===== src/rtl/regfile_pkg.sv =====
// Shared sizes, types and helpers for the register-file access controller.
package regfile_pkg;

  localparam int NUM_REGS = 32;
  localparam int AW       = 5;
  localparam int DW       = 32;

  typedef logic [AW-1:0]       reg_addr_t;
  typedef logic [NUM_REGS-1:0] reg_vec_t;

  // Decode a register address into a single-bit-set enable vector.
  function automatic reg_vec_t onehot(input reg_addr_t addr);
    reg_vec_t v;
    v       = '0;
    v[addr] = 1'b1;
    return v;
  endfunction

endpackage


===== src/rtl/wb_rr_arbiter.sv =====
// Two-way round-robin arbiter for the single register-file write port.
// The pointer only advances when both sides compete, so a lone requester
// never steals the other side's turn.
module wb_rr_arbiter (
  input  logic       clk,
  input  logic       reset,
  input  logic [1:0] req,
  output logic [1:0] grant
);

  logic ptr;  // 0: side 0 wins the next conflict, 1: side 1 wins

  // Grant the lone requester, or the pointer side when both request.
  always_comb begin
    grant = req;
    if (&req) begin
      grant = ptr ? 2'b10 : 2'b01;
    end
  end

  // Hand priority to the other side after each conflict.
  always_ff @(posedge clk or negedge reset) begin
    if (!reset) begin
      ptr <= 1'b0;
    end else if (&req) begin
      ptr <= ~ptr;
    end
  end

endmodule


===== src/rtl/regfile_ctrl.sv =====
// Register-file access controller: operand read-enable decode, busy-bit
// scoreboard with RAW/WAW issue stall, and arbitration of the write port
// between the ALU (wb0) and memory (wb1) writeback paths.
module regfile_ctrl
  import regfile_pkg::*;
(
  input  logic                clk,
  input  logic                reset,
  input  logic                issue_valid,
  output logic                issue_ready,
  input  logic [AW-1:0]       issue_rs1,
  input  logic [AW-1:0]       issue_rs2,
  input  logic [AW-1:0]       issue_rd,
  input  logic                issue_rd_we,
  output logic [NUM_REGS-1:0] read_en_a_all,
  output logic [NUM_REGS-1:0] read_en_b_all,
  output logic                operand_valid,
  input  logic                wb0_valid,
  input  logic                wb1_valid,
  output logic                wb0_ready,
  output logic                wb1_ready,
  input  logic [AW-1:0]       wb0_rd,
  input  logic [AW-1:0]       wb1_rd,
  input  logic [DW-1:0]       wb0_data,
  input  logic [DW-1:0]       wb1_data,
  output logic [NUM_REGS-1:0] write_en_all,
  output logic [DW-1:0]       bus_c,
  input  logic                flush,
  output logic [NUM_REGS-1:0] busy
);

  logic [1:0] wb_req;
  logic [1:0] wb_grant;
  logic       wb_any;
  reg_addr_t  g_rd;
  logic [DW-1:0] g_data;
  logic       accept;
  reg_vec_t   set_vec;
  reg_vec_t   clr_vec;

  assign wb_req = {wb1_valid, wb0_valid};

  wb_rr_arbiter u_arb (
    .clk   (clk),
    .reset (reset),
    .req   (wb_req),
    .grant (wb_grant)
  );

  assign wb0_ready = wb_grant[0];
  assign wb1_ready = wb_grant[1];
  assign wb_any    = |wb_grant;

  // Steer the granted writeback onto the write port; r0 is never enabled.
  always_comb begin
    g_rd         = wb_grant[1] ? wb1_rd   : wb0_rd;
    g_data       = wb_grant[1] ? wb1_data : wb0_data;
    write_en_all = '0;
    bus_c        = '0;
    if (wb_any) begin
      bus_c = g_data;
      if (g_rd != '0) begin
        write_en_all = onehot(g_rd);
      end
    end
  end

  // Stall only on registered busy bits; a writeback clearing a register
  // this cycle is not forwarded, the issue simply waits one more cycle.
  assign issue_ready = !busy[issue_rs1] && !busy[issue_rs2] &&
                       !(issue_rd_we && busy[issue_rd]);
  assign accept      = issue_valid && issue_ready;

  // Scoreboard set/clear requests for this cycle.
  always_comb begin
    set_vec = '0;
    clr_vec = '0;
    if (accept && issue_rd_we && (issue_rd != '0)) begin
      set_vec = onehot(issue_rd);
    end
    if (wb_any && (g_rd != '0)) begin
      clr_vec = onehot(g_rd);
    end
  end

  // Busy bits: flush wins over everything, otherwise clear then set.
  always_ff @(posedge clk or negedge reset) begin
    if (!reset) begin
      busy <= '0;
    end else if (flush) begin
      busy <= '0;
    end else begin
      busy <= (busy & ~clr_vec) | set_vec;
    end
  end

  // One-cycle operand read enables following each accepted issue.
  always_ff @(posedge clk or negedge reset) begin
    if (!reset) begin
      read_en_a_all <= '0;
      read_en_b_all <= '0;
      operand_valid <= 1'b0;
    end else if (accept) begin
      read_en_a_all <= onehot(issue_rs1);
      read_en_b_all <= onehot(issue_rs2);
      operand_valid <= 1'b1;
    end else begin
      read_en_a_all <= '0;
      read_en_b_all <= '0;
      operand_valid <= 1'b0;
    end
  end

endmodule


===== config.mk =====
export PLATFORM = sky130hd
export DESIGN_NAME = regfile_ctrl
export DESIGN_NICKNAME = d
export VERILOG_FILES = /design/src/rtl/regfile_pkg.sv /design/src/rtl/wb_rr_arbiter.sv /design/src/rtl/regfile_ctrl.sv
export SDC_FILE = /design/constraint.sdc
export NUM_CORES = 1
export LEC_CHECK = 0
export CAP_MARGIN = 20
export CORE_UTILIZATION = 42
export DETAILED_ROUTE_END_ITERATION = 7
export PLACE_DENSITY = 0.81
export SYNTH_ARGS = -nofsm -noshare
export SYNTH_HDL_FRONTEND = slang
export SYNTH_HIERARCHICAL = 1
export SYNTH_SLANG_ARGS = --single-unit

===== constraint.sdc =====
create_clock -name clk -period 3.35 [get_ports clk]
set_input_delay 0.67 -clock clk [delete_from_list [all_inputs] [get_ports clk]]
set_output_delay 0.67 -clock clk [all_outputs]
set_load 0.005 [all_outputs]

Yosys cells after proc, flatten, opt, wreduce, memory -nomap -nowiden
Index checks and enable logic that the tools add are counted.
Word-level totals
  logic and storage cells: 62
  register bits after elaboration: 98
  output and inout port bits: 164
Cells by class
  reduce and logical (&&, ||, !) cells: 18
  multiplexer cells: 27
  bitwise gates (word level): 4
  magnitude comparators: 8
Operator list (number)
  $mux 32: 9
  $and 32x32->32: 1
  $not 32->32: 1
  $or 32x32->32: 1
  $lt 5x6->1 const B: 4
  $demux 1 s5: 4
  $ge 5x1->1 const B: 4
  $bmux 1 s5: 3
  $logic_and 1x1->1: 11
  $reduce_bool 5->1: 2
  $mux 1: 8
  $mux 5: 1
  $mux 2: 2
  $logic_not 1->1: 3
  $reduce_and 2->1: 1
  $reduce_or 2->1: 1
  $not 1->1: 1

Logic depth before layout (Yosys ltp)
  depth after elaboration: 12
  mapped depth: 10

Hierarchy
The synthesis kept the hierarchy.
Modules (own cells, without submodules)
  regfile_ctrl: seq. area each 2427.3 um2, area an instance 5599.1 um2, cells each 578, instances 1
  wb_rr_arbiter: seq. area each 25.0 um2, area an instance 56.3 um2, cells each 6, instances 1

Worst setup path before layout
Ideal clock, no wire load.
  kind: input-to-output
  start: in issue_rd[1]
  end: out issue_ready
  stages on the path: 8
  arrival: 2.374 ns
  path slack: 0.306 ns
  buffers on the path: 3
  required time: 2.680 ns
  path through: buf_2 -> buf_2 -> mux4_2 -> a2bb2oi_2 -> o2111ai_2 -> o21a_1 -> buf_2 -> nor3_1
On the way
  word-level cells in the longest chain between the ends: 5
Ends and longest elaborated chain
  start: declaration: RTL line regfile_ctrl.sv:13  | input logic [AW-1:0] issue_rd,
  $bmux 1 s5: RTL line regfile_ctrl.sv:71  | !(issue_rd_we && busy[issue_rd]);
  $mux 1 (implied by the code): RTL line regfile_ctrl.sv:71
  $logic_and 1x1->1: RTL line regfile_ctrl.sv:71
  $logic_not 1->1: RTL line regfile_ctrl.sv:71
  $logic_and 1x1->1: RTL line regfile_ctrl.sv:70  | assign issue_ready = !busy[issue_rs1] && !busy[issue_rs2] &&
  end: declaration: RTL line regfile_ctrl.sv:10  | output logic issue_ready,
No other way between the ends. The select of a mux whose other input is x is not followed.

Final worst setup path
  start: in wb1_valid
  end: out write_en_all[25]
On the way
  word-level cells in the longest chain between the ends: 9
  elaborated cells on any way between the ends: 12
Ends and longest elaborated chain
  start: declaration: RTL line regfile_ctrl.sv:19  | input logic wb1_valid,
  $reduce_and 2->1: RTL line wb_rr_arbiter.sv:16  | if (&req) begin
  $mux 2 (*): RTL line wb_rr_arbiter.sv:16
  $mux 5: RTL line regfile_ctrl.sv:56  | g_rd = wb_grant[1] ? wb1_rd : wb0_rd;
  $lt 5x6->1 (implied by the code) / $ge 5x1->1 (equally long branches): RTL line regfile_pkg.sv:15  | v[addr] = 1'b1;
  $logic_and 1x1->1 (implied by the code): RTL line regfile_pkg.sv:15
  $mux 1 (implied by the code): RTL line regfile_pkg.sv:15
  $demux 1 s5: RTL line regfile_pkg.sv:15
  $mux 32: RTL line regfile_ctrl.sv:62  | if (g_rd != '0) begin
  $mux 32 (*): RTL line regfile_ctrl.sv:60  | if (wb_any) begin
  end: declaration: RTL line regfile_ctrl.sv:26  | output logic [NUM_REGS-1:0] write_en_all,
Every way passes the cells marked *; elsewhere a longest branch is shown, timed or not.

==> impl_metrics.env <==
export IMPL_path_class="in -> out"
export IMPL_regArea_um2=2450
export IMPL_violations="negative setup slack"
export IMPL_min_period_ns=3.49
export IMPL_crit_top_cell="clkdlybuf4s50_1"
export IMPL_drt_initial_drc_count=487
export IMPL_tightest_slew_ns=0.638
export IMPL_wl_mm=21.8
export IMPL_hold_worst_slack_ns=0.336
export IMPL_rsz0062_at_grt="yes"
export IMPL_finalWorstSetupSlack_ns=-0.142
export IMPL_cts_htree_levels=3
export IMPL_reg2reg_from="busy[19]"
export IMPL_worstPathMaxFanout=8
export IMPL_start_util=0.429
export IMPL_syn_avg_cell_area_um2=9.68
export IMPL_cts_tree="done"
export IMPL_post_drt_wl_per_cell_um=20.2
export IMPL_syn_inst=584
export IMPL_final_net_count=995
export IMPL_critical_path_cell_count=7
export IMPL_status="finished with violations"
export IMPL_route_detailed_drc=0
export IMPL_finalHoldViolations=0
export IMPL_finClkSkew_ns=0.00806
export IMPL_finalSetupTns_ns=-0.648
export IMPL_port_buffers=258
export IMPL_drive_above_1_share=0.262
export IMPL_synth_seq_area_share=0.434
export IMPL_grt_start_max_net_pins=66
export IMPL_critPathArrivalTime_ns=2.82
export IMPL_p_leak_nw=4.29
export IMPL_power_density_nw_per_um2=336
export IMPL_synthMuxAreaShare=0.0980
export IMPL_setup_viol=8
export IMPL_async_flop_share=1.00
export IMPL_die_w_um=118
export IMPL_core_um2=13200
export IMPL_die_area_um2=13900
export IMPL_grt_pass1_vias=5746
export IMPL_rr_endpoint="busy[2]"
export IMPL_final_util=0.738
export IMPL_cp_required_ns=2.68
export IMPL_worst_path_buf_inv=3
export IMPL_numCtsBuffers=9
export IMPL_num_fill_cells=937
export IMPL_ios=260
export IMPL_fp_row_count=42
export IMPL_firstDrtPassIters=4
export IMPL_slew_headroom=0.574
export IMPL_grt_pass1_wl_mm=31.7
export IMPL_max_stage_delay_ns=0.52
export IMPL_synth_top_family_by_area="simple AND/OR/NAND/NOR gates"
export IMPL_vias=6142
export IMPL_netlist_area_um2=5660
export IMPL_cp_start_kind="input port"
export IMPL_cp_end_kind="output port"
export IMPL_synth_seq_cells=98
export IMPL_synth_area_leader_cell="dfrtp_1"
export IMPL_viasPerCell=5.69
export IMPL_cts_sinks=98
export IMPL_slew_viol_final=0
export IMPL_cpMaxStageDelayCell="clkdlybuf4s50_1"
export IMPL_min_period_over_period=1.04
export IMPL_synth_flop_cell="dfrtp_1"
export IMPL_synth_compound_area_frac=0.113
export IMPL_yosys_top_cells_area="dfrtp_1, nor4_1, mux2i_1"
export IMPL_root_buffer="clkbuf_16"
export IMPL_grt_use_total=0.291
export IMPL_multi_input_area_um2=3190
export IMPL_fmax_mhz=286
export IMPL_cpLargestDelayFamily="buffers and inverters"
export IMPL_hp_class="in -> async"
export IMPL_clk_pin_slew_ns=0.06
export IMPL_irDropWorstVdd_v=0.000220
export IMPL_crit_chain="clkdlybuf4s50_1, buf_4, a21boi_4, nand2_2, o32a_4, nor2_1, clkdlybuf4s50_1"
export IMPL_n_antenna_cell=0
export IMPL_synth_distinct_cells=55
export IMPL_area_growth_pct=72.0
export IMPL_ys_warn_count=6
export IMPL_die_h_um=118
export IMPL_grt_antenna_before_repair=0
export IMPL_synth_edff_count=0
export IMPL_insertion_delay_ns=0.34
export IMPL_ant_nets=0
export IMPL_cap_violations=0
export IMPL_clock_path_buffers=2
export IMPL_synth_xor_area_frac=0.00155
export IMPL_globalplace_congestion=0.921
export IMPL_synth_fp_nets=680
export IMPL_gr_total_overflow=0
export IMPL_synth_simple_area_share=0.294
export IMPL_r2r_slack_ns=0.74
export IMPL_synth_top_area_share=0.434
export IMPL_synthAdderAreaFrac=0
export IMPL_hpwl_mm=15.5
export IMPL_reg2regPathDepth=9
[layout by cell type (no fill, tap or decap), types with 9 or more instances in the layout]
cell type	netlist	layout
buf_4	2	88
clkbuf_16	0	11
clkdlybuf4s50_1	0	227
dfrtp_1	98	98
dlymetal6s2s_1	0	26
mux2i_1	34	31
nand2_1	81	75
nand3b_1	10	10
nor2_1	41	14
nor2_2	0	22
nor3_1	10	9
nor4_1	58	58
nor4_2	9	9
o21ai_0	31	31
o41ai_1	27	27
or3b_2	33	33
[worst register-to-register path: stages, from the launching register on]
cell	delay, ns
dfrtp_1	0.47
mux2i_1	0.20
nor3_1	0.07
nor4_1	0.30
nor4b_2	0.29
buf_4	0.16
buf_4	0.11
nand4_4	0.13
buf_12	0.21
o41ai_1	0.53
[stage by stage]
stage / power, mW / worst slack (ns) / instance area (µm²) / instances
3_3_place_gp: 2.00 / -0.514 / 8780 / 1041
6_report: 3.27 / -0.142 / 9730 / 1079
4_1_cts: 3.10 / -0.133 / 9190 / 1057
2_1_floorplan: 1.55 / 0.306 / 5660 / 584
5_1_grt: 3.38 / -0.172 / 9730 / 1079
3_5_place_dp: 2.02 / -0.524 / 8780 / 1041
[kinds of logic after synthesis]
group	Yosys count
compound gates	89
flops	98
xor+xnor	1
simple gates	288
other cells	1
buf+inv	62
mux	45
[registers in the layout, indices dropped and copies added (netlist names)]
register,flops
busy,32
operand_valid,1
read_en_a_all,32
read_en_b_all,32
u_arb/ptr,1
[per-layer routing]
layer | vias up | global-route usage | routed length [µm]
met2 | 295 | 0.472 | 10800
met1 | 2995 | 0.395 | 9260
met5 | - | 0 | 0
li1 | 2808 | - | -
met3 | 44 | 0.0465 | 1220
met4 | 0 | 0.102 | 497
[synthesized netlist by cell type, drive strengths merged, types with 3 or more instances]
cell type / instances
nand2b: 5
nand3: 10
mux2i: 34
or3: 6
dfrtp: 98
nor3: 10
or2: 4
nor2b: 7
a22o: 4
o21ai: 32
nor2: 41
a21oi: 3
mux4: 8
mux2: 3
nand2: 81
o22ai: 4
nand3b: 10
o221ai: 4
buf: 34
nor4: 67
or3b: 34
o41ai: 27
inv: 6
a31oi: 3
clkbuf: 22
[report_power, final]
part           total [mW]  switching, mW  leakage, nW  internal (mW)
Sequential           1.21         0.0143         1.36           1.20
Clock                1.07          0.423        0.145          0.648
Combinational       0.988          0.474         2.79          0.514
[worst max path at each step]
stage	end	from	slack, ns
3_5_place_dp	issue_ready	issue_rd[0]	-0.52
5_1_grt	write_en_all[25]	wb1_valid	-0.17
2_1_floorplan	issue_ready	issue_rd[1]	0.31
6_report	write_en_all[25]	wb1_valid	-0.14
4_1_cts	write_en_all[7]	wb1_valid	-0.13
3_3_place_gp	issue_ready	issue_rd[1]	-0.51
[layout make-up]
cell class              instances  share of cell area
clock inverters                 5             0.00823
multi-input cells             424               0.328
flip-flops and latches         98               0.252
well taps                     176              0.0226
clock buffers                  10              0.0235
repair buffers                360               0.363
inverters                       6             0.00232
[timing repair]
action,in CTS,in global routing
gates cloned,0,2
pin swaps,1,16
setup endpoints to repair,43,64
resized for setup,25,97
hold buffers,0,0
buffers inserted,1,20
Power figures use the tool's default switching activity.
